**src/rtl/cpsr_unit_pkg.sv**
```systemverilog
// Shared types and constants for the CPSR status block.
// Flag bit layout is {N,Z,C,V} in a 4-bit vector.
package cpsr_unit_pkg;

  localparam int FLAG_N = 3;
  localparam int FLAG_Z = 2;
  localparam int FLAG_C = 1;
  localparam int FLAG_V = 0;

  localparam int CNT_W_DEF = 8;

  typedef logic [3:0] flags_t;

  function automatic flags_t pack_flags(
    input logic n,
    input logic z,
    input logic c,
    input logic v
  );
    flags_t f;
    f         = '0;
    f[FLAG_N] = n;
    f[FLAG_Z] = z;
    f[FLAG_C] = c;
    f[FLAG_V] = v;
    return f;
  endfunction

endpackage

```
**src/rtl/cpsr_unit_ovf_counter.sv**
```systemverilog
// Sticky overflow bit plus a wrapping overflow-event counter.
// A clear on the same edge as an increment wins and leaves zero.
module ovf_counter
  import cpsr_unit_pkg::*;
#(
  parameter int CNT_W = CNT_W_DEF
) (
  input  logic             clk,
  input  logic             rst,
  input  logic             inc_i,
  input  logic             clr_i,
  output logic             sticky_o,
  output logic [CNT_W-1:0] count_o
);

  logic             sticky_q;
  logic             sticky_d;
  logic [CNT_W-1:0] cnt_q;
  logic [CNT_W-1:0] cnt_d;

  // Next state: clear beats increment; counter wraps naturally.
  always_comb begin
    sticky_d = sticky_q;
    cnt_d    = cnt_q;
    if (clr_i) begin
      sticky_d = 1'b0;
      cnt_d    = '0;
    end else if (inc_i) begin
      sticky_d = 1'b1;
      cnt_d    = cnt_q + 1'b1;
    end
  end

  // State registers with asynchronous reset.
  always_ff @(posedge clk or posedge rst) begin
    if (rst) begin
      sticky_q <= 1'b0;
      cnt_q    <= '0;
    end else begin
      sticky_q <= sticky_d;
      cnt_q    <= cnt_d;
    end
  end

  assign sticky_o = sticky_q;
  assign count_o  = cnt_q;

endmodule

```
**src/rtl/cpsr_unit.sv**
```systemverilog
// N/Z/C/V flag register, flag-conditioned branch resolve and
// overflow debug tracking between ALU, decoder and PC select.
module cpsr_unit
  import cpsr_unit_pkg::*;
#(
  parameter int CNT_W  = CNT_W_DEF,
  parameter int BYPASS = 0
) (
  input  logic             clk,
  input  logic             rst,
  input  logic             instr_valid,
  input  logic             cpsr_update,
  input  logic             cpsr_reset,
  input  logic             bvf,
  input  logic             ben,
  input  logic             alu_n,
  input  logic             alu_z,
  input  logic             alu_c,
  input  logic             alu_v,
  input  logic             sticky_clr,
  output logic [3:0]       flags,
  output logic             branch_taken,
  output logic             flush,
  output logic             ovf_sticky,
  output logic [CNT_W-1:0] ovf_count
);

  flags_t flags_q;
  flags_t flags_d;
  flags_t alu_f;
  flags_t cond_f;
  logic   take_q;
  logic   take_d;
  logic   load;
  logic   ovf_inc;

  assign alu_f = pack_flags(alu_n, alu_z, alu_c, alu_v);
  assign load  = cpsr_update & ~cpsr_reset;

  // Flag write: clear beats load, bubbles hold.
  always_comb begin
    flags_d = flags_q;
    if (instr_valid) begin
      if (cpsr_reset) begin
        flags_d = '0;
      end else if (cpsr_update) begin
        flags_d = alu_f;
      end
    end
  end

  // Branch resolve on pre-write flags, optionally forwarding ALU flags.
  always_comb begin
    cond_f = flags_q;
    if ((BYPASS != 0) && load) begin
      cond_f = alu_f;
    end
    take_d = instr_valid &
             ((bvf & cond_f[FLAG_V]) |
              (ben & cond_f[FLAG_N]));
  end

  // Flag and branch-pulse registers.
  always_ff @(posedge clk or posedge rst) begin
    if (rst) begin
      flags_q <= '0;
      take_q  <= 1'b0;
    end else begin
      flags_q <= flags_d;
      take_q  <= take_d;
    end
  end

  assign ovf_inc = instr_valid & load & alu_v;

  ovf_counter #(
    .CNT_W (CNT_W)
  ) u_ovf (
    .clk      (clk),
    .rst      (rst),
    .inc_i    (ovf_inc),
    .clr_i    (sticky_clr),
    .sticky_o (ovf_sticky),
    .count_o  (ovf_count)
  );

  assign flags        = flags_q;
  assign branch_taken = take_q;
  assign flush        = take_q;

endmodule

```
**config.mk**
```make
export PLATFORM = sky130hd
export DESIGN_NAME = cpsr_unit
export DESIGN_NICKNAME = d
export VERILOG_FILES = /design/src/rtl/cpsr_unit_pkg.sv /design/src/rtl/cpsr_unit_ovf_counter.sv /design/src/rtl/cpsr_unit.sv
export SDC_FILE = /design/constraint.sdc
export NUM_CORES = 1
export LEC_CHECK = 0
export CORE_MARGIN = 2
export CORE_UTILIZATION = 40
export CTS_CLUSTER_SIZE = 12
export DETAILED_ROUTE_END_ITERATION = 8
export PLACE_DENSITY = 0.75
export REMOVE_ABC_BUFFERS = 1
export SKIP_CTS_REPAIR_TIMING = 1
export SLEW_MARGIN = 20
export SYNTH_ARGS = -nofsm -noshare
export SYNTH_HDL_FRONTEND = slang
export SYNTH_SLANG_ARGS = --single-unit
```
**constraint.sdc**
```tcl
create_clock -name clk -period 1.9 [get_ports clk]
set_input_delay 0.38 -clock clk [delete_from_list [all_inputs] [get_ports clk]]
set_output_delay 0.38 -clock clk [all_outputs]
set_load 0.05 [all_outputs]
```
==> summary.txt, run 1 <==
Worst setup path
  – Kind of end point of the critical path: output pin
  – Number of logic stages on the critical path including buffering: 1
  – Critical Path, Cell by Cell: clkdlybuf4s50_1
  – Worst setup SP type: flip-flop
  – Setup slack, reg-to-reg: 0.47 ns
  – Crit path kind: reg -> out
  – Peak fanout along the critical path: 3
  – Worst path bufs/invs: 1
  – Critical path arrival: 1.49 ns
  – Worst r2r dst: u_ovf.count_o[6]
  – Delay-heaviest family, CP: buffers and inverters
  – Critical path startpoint: u_ovf.count_o[7]
  – Data required time of the worst path: 1.52 ns
  – Largest incremental delay on the critical path: 0.81 ns
  – R2r startpoint: u_ovf.count_o[0]
  – End point of the critical path: ovf_count[7]
  – Reg2Reg Depth: 4
  – Slowest library cell on the worst path: clkdlybuf4s50_1

Timing
  – Max-slew violation total from the final report: 0
  – Period minus WS final: 1.87 ns
  – Max-Slew Margin vs Limit: 0.649
  – Fmax achieved: 536 MHz
  – Final hold violation count: 0
  – Maximum clock skew at final layout: 0.000846 ns
  – Accumulated negative setup slack: 0 ns
  – Fin Hold WS: 0.420 ns
  – Part of the cycle the worst path needs: 0.983
  – Unrepaired setup endpoints after global routing: no
  – Setup-violating endpoint count in the final report: 0
  – Slew @ Worst Pin: 0.526 ns

Layout
  – Core occupancy in the finished layout: 0.635
  – Share of post-route cells with drive strength above 1: 0.204
  – Area of all sequential standard cells: 350 µm²
  – Nets: 112
  – Number of antenna diodes: 0
  – Fill cells: 141
  – Layout-stage area growth over the synthesis result: 47.7%
  – Area of combinational cells with multiple inputs: 274 µm²

Synthesis
  – Synth Warn #: 0
  – Sequential cell area fraction in the yosys report: 0.534
  – Top post-synthesis cells by area: dfrtp_1, a21oi_1, nand2_1
  – Post-Syn Area: 656 µm²
  – Asr flop ratio synth: 1.00
  – Number of enable-type register cells in the synthesized netlist: 0
  – Gate Count Post-Synth: 66
  – Yosys top cell area share: 0.534
  – Most instantiated flip-flop cell in the synthesis netlist: dfrtp_1
  – Count of state elements after synthesis: 14
  – Synthesized area per cell: 9.93 µm²
  – Cell taking the most area after synthesis: dfrtp_1
  – Count of unique library cells instantiated by Yosys: 23

Floorplan
  – Die extent in x: 44.5 µm
  – Initial core utilization: 0.430
  – Ports: 27
  – Core Box Area: 0.00152 mm²
  – Height of the die: 44.5 µm
  – Area enclosed by the die boundary: 0.00198 mm²
  – # rows: 14

Clock network
  – Depth of the CTS H-tree: 1
  – Clk sink count: 14
  – Cell chosen for the clock root: clkbuf_4
  – Skew-Pair Late Insertion Delay: 0.28 ns
  – Clock-pin slew on the worst setup and hold paths: 0.09 ns
  – CTS Buf Count: 3
  – TritonCTS clock tree: yes
  – Clock Path Buffers: 2

Detailed routing
  – Per-cell via count in the routed design: 5.43
  – Detailed Route Iter0 Violations: 8
  – First-pass DRT Iterations: 5
  – Detailed-route wire length: 1570 µm
  – Count of nets left with antenna violations after detail routing: 0
  – Via count of the routed design: 619
  – Post-DR wirelength/cell: 13.8 µm
  – Remaining routing DRC violations: 0

GRT
  – Pin count of the biggest net entering global routing: 15
  – Number of antenna violations at the first check in global routing: 0
  – Vias in the first global route: 610
  – Wire length of the first global-routing pass: 2550 µm
  – Total track usage: 0.182
  – Aggregate global routing overflow: 0

Job
  – Max Cap Viol: 0

Power
  – Power density of the placed cells: 678 mW/mm²
  – LEAKAGE: 0.444 nW
  – VDD IR-drop max: 0.342 mV

Hold path
  – Min-delay worst type: in -> async

Place
  – # port buffers: 26
  – Detailed-placement wirelength estimate: 1190 µm
  – Placer congestion estimate: 0.726

Status
  – Status: finished clean
[final cells by class]
type | count | area share
Clock buffer | 4 | 0.0375
Sequential cell | 14 | 0.362
Multi-Input combinational cell | 45 | 0.283
Tap cell | 16 | 0.0207
Inverter | 4 | 0.0155
Timing Repair Buffer | 31 | 0.282
[worst min path at each step]
stage / end / slack [ns] / from / cells past startpoint
final: u_ovf.count_o[5] / 0.42 / rst / 2
after global placement: flags[1] / 0.46 / flags[1] / 2
after detailed placement: flags[1] / 0.48 / flags[1] / 2
after CTS: branch_taken / 0.44 / rst / 2
after floorplan: branch_taken / 0.27 / rst / 1
after global routing: u_ovf.count_o[5] / 0.46 / rst / 2
[worst reg2reg max path, delay by kind of cell (launching register included)]
kind | cells | cell delay (ns)
DFF | 1 | 0.44
and+or+nand+nor | 2 | 0.55
adders and majority gates | 1 | 0.23
AOI/OAI and AO/OA | 1 | 0.14
[cells by family after synthesis]
kind of cell	Yosys count	share of synthesized area
adders and majority gates	1	0.0191
DFF	14	0.534
AOI/OAI and AO/OA	17	0.151
muxes	1	0.0153
xor gates and xnor gates	1	0.0134
and+or+nand+nor	25	0.219
buffers and inverters	7	0.0477
[registers in the layout, indices dropped and copies added, names as in the netlist]
name	flops
u_ovf.count_o	8
flags	4
branch_taken	1
u_ovf.sticky_o	1
[synthesized netlist by cell type (2+ instances only)]
master    count
o31ai_1       3
or4_1         3
or3_1         3
nand4b_1      2
o21ai_0       4
nand3_1       4
nand2_1       8
nor2_1        2
dfrtp_1      14
inv_1         4
a21oi_1       7
[routing by layer]
metal | part of all wire | GRT usage | up-vias
li1 | - | - | 301
met1 | 0.42 | 0.213 | 299
met2 | 0.52 | 0.287 | 14
met3 | 0.025 | 0.0245 | 5
met4 | 0.041 | 0.164 | 0
met5 | 0 | 0 | -
[metrics by stage]
step                power, W  area (µm²)  setup WS [ns]  std cells
floorplan           0.000380         639          0.214         63
global placement    0.000440         932         0.0751        110
detailed placement  0.000442         932         0.0335        110
CTS                 0.000660         968         0.0372        114
global route        0.000682         968        0.00838        114
finish              0.000657         968         0.0330        114
[placed cells by master (no fill, tap or decap), drive strengths merged, types with 2 or more instances in the layout]
cell type,n
nor2,2
nand4b,3
a21oi,7
nand2,8
clkdlybuf4s50,16
or4,3
or3,3
dfrtp,14
o31ai,3
nand3,4
buf,15
o21ai,4
inv,4
clkbuf,4
[power by group]
part,switching [W],internal [W],total [W]
sequential,0.00000712,0.000308,0.000315
combinational,0.0000701,0.0000500,0.000120
clock,0.000105,0.000117,0.000222
total,0.000183,0.000474,0.000657
Note: power is estimated with default switching activity, not from simulation.
==> run 2: changes to the inputs <==
Settings changed: PLACE_DENSITY 0.75 to not set, PLACE_DENSITY_LB_ADDON set to 0.05.
==> run 2 against run 1 <==
Net effect: critical path depth stayed put; sequential power hardly changed; non-clock buffer count is 1 higher; clock power is 26% lower; die area stayed put; register-to-register slack better by 0.03 ns; combinational power hardly changed; clock skew is 0.0059 ns higher; core utilization is 0.082 points lower; sequential share of layout area hardly changed; largest cell class unchanged.
==> summary.txt, run 2 (same netlist as run 1, synthesis figures left out) <==
Status
  – Status: finished clean

Place
  – # port buffers: 26 (unchanged)
  – Placed instance count: 111 (+0.91%)
  – Placer congestion estimate: 0.759 (+4.6%)
  – Dpl cell area: 942 µm² (+1.1%)
  – Detailed-placement wirelength estimate: 1120 µm (-5.6%)

Timing
  – Accumulated negative setup slack: 0 ns (unchanged)
  – Maximum clock skew at final layout: 0.00673 ns (+0.00589 ns)
  – Max-slew violation total from the final report: 0 (unchanged)
  – Unrepaired setup endpoints after global routing: no
  – Max-Slew Margin vs Limit: 0.649 (about the same)
  – Setup-violating endpoint count in the final report: 0 (unchanged)
  – Final hold violation count: 0 (unchanged)
  – Slew @ Worst Pin: 0.526 ns (+0.00000530 ns)
  – Part of the cycle the worst path needs: 0.967 (-0.0159)
  – Fin Hold WS: 0.441 ns (+0.0207 ns)
  – Period minus WS final: 1.84 ns (-0.0301 ns)
  – Fmax achieved: 544 MHz (+1.6%)

Layout
  – Final Cell Area: 967 µm² (-0.13%)
  – Layout-stage area growth over the synthesis result: 47.5%
  – Final cell count without fillers: 114 (unchanged)
  – Share of post-route cells with drive strength above 1: 0.194 (-0.0102)
  – Nets: 113 (+0.89%)
  – Area of combinational cells with multiple inputs: 274 µm² (unchanged)
  – Fill cells: 135 (-4.3%)
  – Number of antenna diodes: 0 (unchanged)
  – Number of flip-flops in the largest register: 8 (unchanged)
  – Commonest non-fill, non-tap cells in the layout: clkdlybuf4s50_1, buf_4, dfrtp_1
  – Area of all sequential standard cells: 350 µm² (unchanged)
  – Most common cell after layout, fill and taps aside: clkdlybuf4s50_1

Worst setup path
  – Worst r2r dst: u_ovf.count_o[6]
  – Peak fanout along the critical path: 3 (unchanged)
  – Setup slack, reg-to-reg: 0.50 ns (+0.03 ns)
  – Worst path bufs/invs: 1 (unchanged)
  – Kind of end point of the critical path: output pin
  – Delay-heaviest family, CP: buffers and inverters
  – Data required time of the worst path: 1.52 ns (about the same)
  – Worst setup SP type: flip-flop
  – R2r startpoint: u_ovf.count_o[0]
  – Largest incremental delay on the critical path: 0.81 ns (about the same)
  – Number of logic stages on the critical path including buffering: 1 (unchanged)
  – Reg2Reg Depth: 4 (unchanged)
  – Critical Path, Cell by Cell: clkdlybuf4s50_1
  – Crit path kind: reg -> out
  – Critical path arrival: 1.46 ns (-0.03 ns)
  – Slowest library cell on the worst path: clkdlybuf4s50_1

Clock network
  – Clock-pin slew on the worst setup and hold paths: 0.09 ns (about the same)
  – Depth of the CTS H-tree: 1 (unchanged)
  – Clk sink count: 14 (unchanged)
  – Skew-Pair Late Insertion Delay: 0.27 ns (about the same)
  – CTS Buf Count: 3 (unchanged)
  – TritonCTS clock tree: yes
  – Cell chosen for the clock root: clkbuf_4
  – Clock Path Buffers: 2 (unchanged)

Power
  – LEAKAGE: 0.455 nW (+2.5%)
  – Power density of the placed cells: 620 mW/mm² (-8.6%)
  – VDD IR-drop max: 0.337 mV (-1.5%)

Detailed routing
  – Post-DR wirelength/cell: 12.8 µm (-6.8%)
  – First-pass DRT Iterations: 2 (-3)
  – Detailed Route Iter0 Violations: 3 (-5)
  – Detailed-route wire length: 1460 µm (-6.8%)
  – Via count of the routed design: 610 (-1.5%)
  – Per-cell via count in the routed design: 5.35 (-1.5%)
  – Remaining routing DRC violations: 0 (unchanged)
  – Count of nets left with antenna violations after detail routing: 0 (unchanged)

Floorplan
  – Area enclosed by the die boundary: 0.00198 mm² (unchanged)
  – Initial core utilization: 0.430 (unchanged)
  – Ports: 27 (unchanged)
  – Height of the die: 44.5 µm (unchanged)
  – # rows: 14 (unchanged)
  – Core Box Area: 0.00152 mm² (unchanged)
  – Die extent in x: 44.5 µm (unchanged)

Job
  – Max Cap Viol: 0 (unchanged)

GRT
  – Total track usage: 0.173 (-0.00892)
  – Aggregate global routing overflow: 0 (unchanged)
  – Wire length of the first global-routing pass: 2440 µm (-4.1%)
  – Number of antenna violations at the first check in global routing: 0 (unchanged)
  – Pin count of the biggest net entering global routing: 15 (unchanged)
  – Vias in the first global route: 595 (-2.5%)

Hold path
  – Min-delay worst type: in -> async
## run 2: changes by cell type in the layout (fill, tap and decap cells not counted)
cell,change
clkbuf_8,-1
dlymetal6s2s_1,+1
## run 2: where the power goes
part,internal (W),switching (W)
Clock,0.0000733,0.0000910
Combinational,0.0000511,0.0000706
Sequential,0.000308,0.00000639
Total,0.000432,0.000168
## run 2: through the flow
stage | setup WS (ns) | util | power, W
final | 0.0632 | 0.635 | 0.000600
after global routing | 0.00687 | 0.635 | 0.000628
after CTS | 0.0416 | 0.633 | 0.000610
after detailed placement | 0.00453 | 0.618 | 0.000443
after global placement | 0.0665 | 0.618 | 0.000442
after floorplan | 0.214 | - | 0.000380
## run 2: worst max path at each step
stage | start | endpoint | slack, ns
2_1_floorplan | u_ovf.count_o[0] | u_ovf.count_o[6] | 0.21
3_3_place_gp | instr_valid | u_ovf.count_o[7] | 0.07
3_5_place_dp | cpsr_reset | u_ovf.count_o[7] | 0.005
4_1_cts | u_ovf.count_o[7] | ovf_count[7] | 0.04
5_1_grt | u_ovf.count_o[7] | ovf_count[7] | 0.007
6_report | u_ovf.count_o[7] | ovf_count[7] | 0.06
## run 2: cell type report
class | count | share of cell area
Sequential cell | 14 | 0.362
Timing Repair Buffer | 32 | 0.295
Multi-Input combinational cell | 45 | 0.283
Clock buffer | 3 | 0.0233
Tap cell | 16 | 0.0207
Inverter | 4 | 0.0155
## run 2: per-layer routing
metal | GRT usage | vias to the layer above | share of wire
met2 | 0.278 | 12 | 0.51
met5 | 0 | - | 0
met1 | 0.209 | 290 | 0.45
li1 | - | 306 | -
met4 | 0.109 | 0 | 0.012
met3 | 0.0367 | 2 | 0.031
==> run 3: changes to the inputs <==
==> constraint.sdc (replaced) <==
create_clock -name clk -period 1.9 [get_ports clk]
set_input_delay 0.38 -clock clk [delete_from_list [all_inputs] [get_ports clk]]
set_output_delay 0.38 -clock clk [all_outputs]
set_load 0.01 [all_outputs]
==> run 3 against run 2 <==
Net effect: via count is 1.3% higher; clock skew is 0.0048 ns lower; maximum frequency is 11% higher; clock-buffer cell count stayed put; register-to-register slack hardly changed; flip-flop and latch count stayed put; non-clock buffer count stayed put; largest cell class unchanged; highest routed layer is now met3.
==> summary.txt, run 3 (same netlist as run 1, synthesis figures left out) <==
Worst setup path
  – Worst r2r dst: u_ovf.count_o[6]
  – Kind of end point of the critical path: output pin
  – Worst path bufs/invs: 1 (unchanged)
  – Critical Path, Cell by Cell: clkdlybuf4s50_1
  – Data required time of the worst path: 1.52 ns (about the same)
  – Largest incremental delay on the critical path: 0.57 ns (-0.24 ns)
  – Peak fanout along the critical path: 7 (+4)
  – Slowest library cell on the worst path: clkdlybuf4s50_1
  – Setup slack, reg-to-reg: 0.50 ns (about the same)
  – R2r startpoint: u_ovf.count_o[0]
  – Crit path kind: reg -> out
  – Worst setup SP type: flip-flop
  – Reg2Reg Depth: 4 (unchanged)
  – Delay-heaviest family, CP: buffers and inverters
  – Critical path startpoint: u_ovf.count_o[2]
  – Critical path arrival: 1.28 ns (-0.18 ns)

Clock network
  – TritonCTS clock tree: yes
  – Depth of the CTS H-tree: 1 (unchanged)
  – Skew-Pair Late Insertion Delay: 0.27 ns (about the same)
  – Cell chosen for the clock root: clkbuf_4
  – CTS Buf Count: 3 (unchanged)
  – Clock-pin slew on the worst setup and hold paths: 0.08 ns (about the same)
  – Clk sink count: 14 (unchanged)
  – Clock Path Buffers: 2 (unchanged)

Timing
  – Max-Slew Margin vs Limit: 0.641 (-0.00809)
  – Max-slew violation total from the final report: 0 (unchanged)
  – Maximum clock skew at final layout: 0.00190 ns (-0.00483 ns)
  – Slew @ Worst Pin: 0.538 ns (+0.0121 ns)
  – Period minus WS final: 1.66 ns (-0.179 ns)
  – Final hold violation count: 0 (unchanged)
  – Fmax achieved: 603 MHz (+11%)
  – Unrepaired setup endpoints after global routing: no
  – Accumulated negative setup slack: 0 ns (unchanged)
  – Part of the cycle the worst path needs: 0.873 (-0.0940)
  – Setup-violating endpoint count in the final report: 0 (unchanged)

Floorplan
  – Height of the die: 44.5 µm (unchanged)
  – Ports: 27 (unchanged)
  – Initial core utilization: 0.430 (unchanged)
  – Die extent in x: 44.5 µm (unchanged)
  – Core Box Area: 0.00152 mm² (unchanged)
  – Area enclosed by the die boundary: 0.00198 mm² (unchanged)
  – # rows: 14 (unchanged)

Detailed routing
  – First-pass DRT Iterations: 4 (+2)
  – Via count of the routed design: 618 (+1.3%)
  – Post-DR wirelength/cell: 12.7 µm (-1.2%)
  – Remaining routing DRC violations: 0 (unchanged)
  – Per-cell via count in the routed design: 5.42 (+1.3%)
  – Detailed-route wire length: 1440 µm (-1.2%)
  – Count of nets left with antenna violations after detail routing: 0 (unchanged)
  – Detailed Route Iter0 Violations: 10 (+7)

Layout
  – Commonest non-fill, non-tap cells in the layout: clkdlybuf4s50_1, dfrtp_1, nand2_1
  – Number of antenna diodes: 0 (unchanged)
  – Most common cell after layout, fill and taps aside: clkdlybuf4s50_1
  – Fill cells: 121 (-10%)
  – Final cell count without fillers: 114 (unchanged)
  – Share of post-route cells with drive strength above 1: 0.102 (-0.0918)
  – Nets: 113 (unchanged)
  – Number of flip-flops in the largest register: 8 (unchanged)
  – Layout-stage area growth over the synthesis result: 50.6%

Status
  – Status: finished clean

GRT
  – Pin count of the biggest net entering global routing: 15 (unchanged)
  – Vias in the first global route: 574 (-3.5%)
  – Wire length of the first global-routing pass: 2500 µm (+2.5%)
  – Aggregate global routing overflow: 0 (unchanged)
  – Total track usage: 0.177 (+0.00329)
  – Number of antenna violations at the first check in global routing: 0 (unchanged)

Power
  – Combinational Power Share: 0.159 (-0.044)
  – Fraction of power consumed by sequential logic: 0.555 (+0.032)
  – Switching power: 0.000132 W (-21%)
  – Internal power: 0.000434 W (+0.48%)
  – Clock power frac: 0.286 (+0.012)
  – LEAKAGE: 0.421 nW (-7.4%)
  – VDD IR-drop max: 0.431 mV (+28%)
  – Power density of the placed cells: 573 mW/mm² (-7.6%)
  – Switching Fraction: 0.233 (-0.0468)

Job
  – Max Cap Viol: 0 (unchanged)

Place
  – Detailed-placement wirelength estimate: 1110 µm (-1.5%)
  – Placer congestion estimate: 0.742 (-2.2%)
  – Placed instance count: 111 (unchanged)
  – # port buffers: 26 (unchanged)

Hold path
  – Min-delay worst type: in -> async
[run 3: changes by cell type in the layout (fill, tap and decap cells not counted), sizes merged]
cell / previous run / this run
clkdlybuf4s50: 16 / 26
buf: 15 / 6
dlymetal6s2s: 1 / 0
[run 3: area by class of cell]
type / instances / area [µm²] / area share
sequential: 14 / 350 / 0.355
clock buffer: 3 / 22.5 / 0.0228
inverter: 4 / 15.0 / 0.0152
multi-input combinational: 45 / 274 / 0.278
tap: 16 / 20.0 / 0.0203
timing repair buffer: 32 / 305 / 0.309
[run 3: how the worst max path moves through the flow]
stage | end | depth (start not counted)
final | ovf_count[2] | 1
after global routing | ovf_count[2] | 1
after CTS | ovf_count[2] | 1
after detailed placement | u_ovf.count_o[6] | 4
after global placement | u_ovf.count_o[6] | 4
after floorplan | u_ovf.count_o[6] | 3
[run 3: power by group through the flow]
stage,clock network [W],logic [W],registers (W)
CTS,0.000165,0.0000909,0.000314
finish,0.000162,0.0000899,0.000314
floorplan,0,0.0000213,0.000325
detailed placement,0,0.0000905,0.000320
global placement,0,0.0000894,0.000320
global route,0.000181,0.0000986,0.000315
[run 3: stage by stage]
step / total power (W) / worst slack (ns) / area (µm²) / hold WS (ns) / util
final: 0.000566 / 0.242 / 987 / 0.451 / 0.648
after global routing: 0.000595 / 0.168 / 987 / 0.515 / 0.648
after CTS: 0.000571 / 0.240 / 987 / 0.464 / 0.648
after detailed placement: 0.000411 / 0.0418 / 965 / 0.480 / 0.633
after global placement: 0.000409 / 0.0628 / 965 / 0.455 / 0.633
after floorplan: 0.000346 / 0.410 / 639 / 0.269 / -
[run 3: layer usage]
| layer | vias up | GRT usage | share of wire |
|---|---|---|---|
| met5 | - | 0 | 0 |
| met4 | 0 | 0.0727 | 0 |
| met3 | 0 | 0.0367 | 0.055 |
| met2 | 25 | 0.261 | 0.48 |
| met1 | 287 | 0.251 | 0.46 |
| li1 | 306 | - | - |
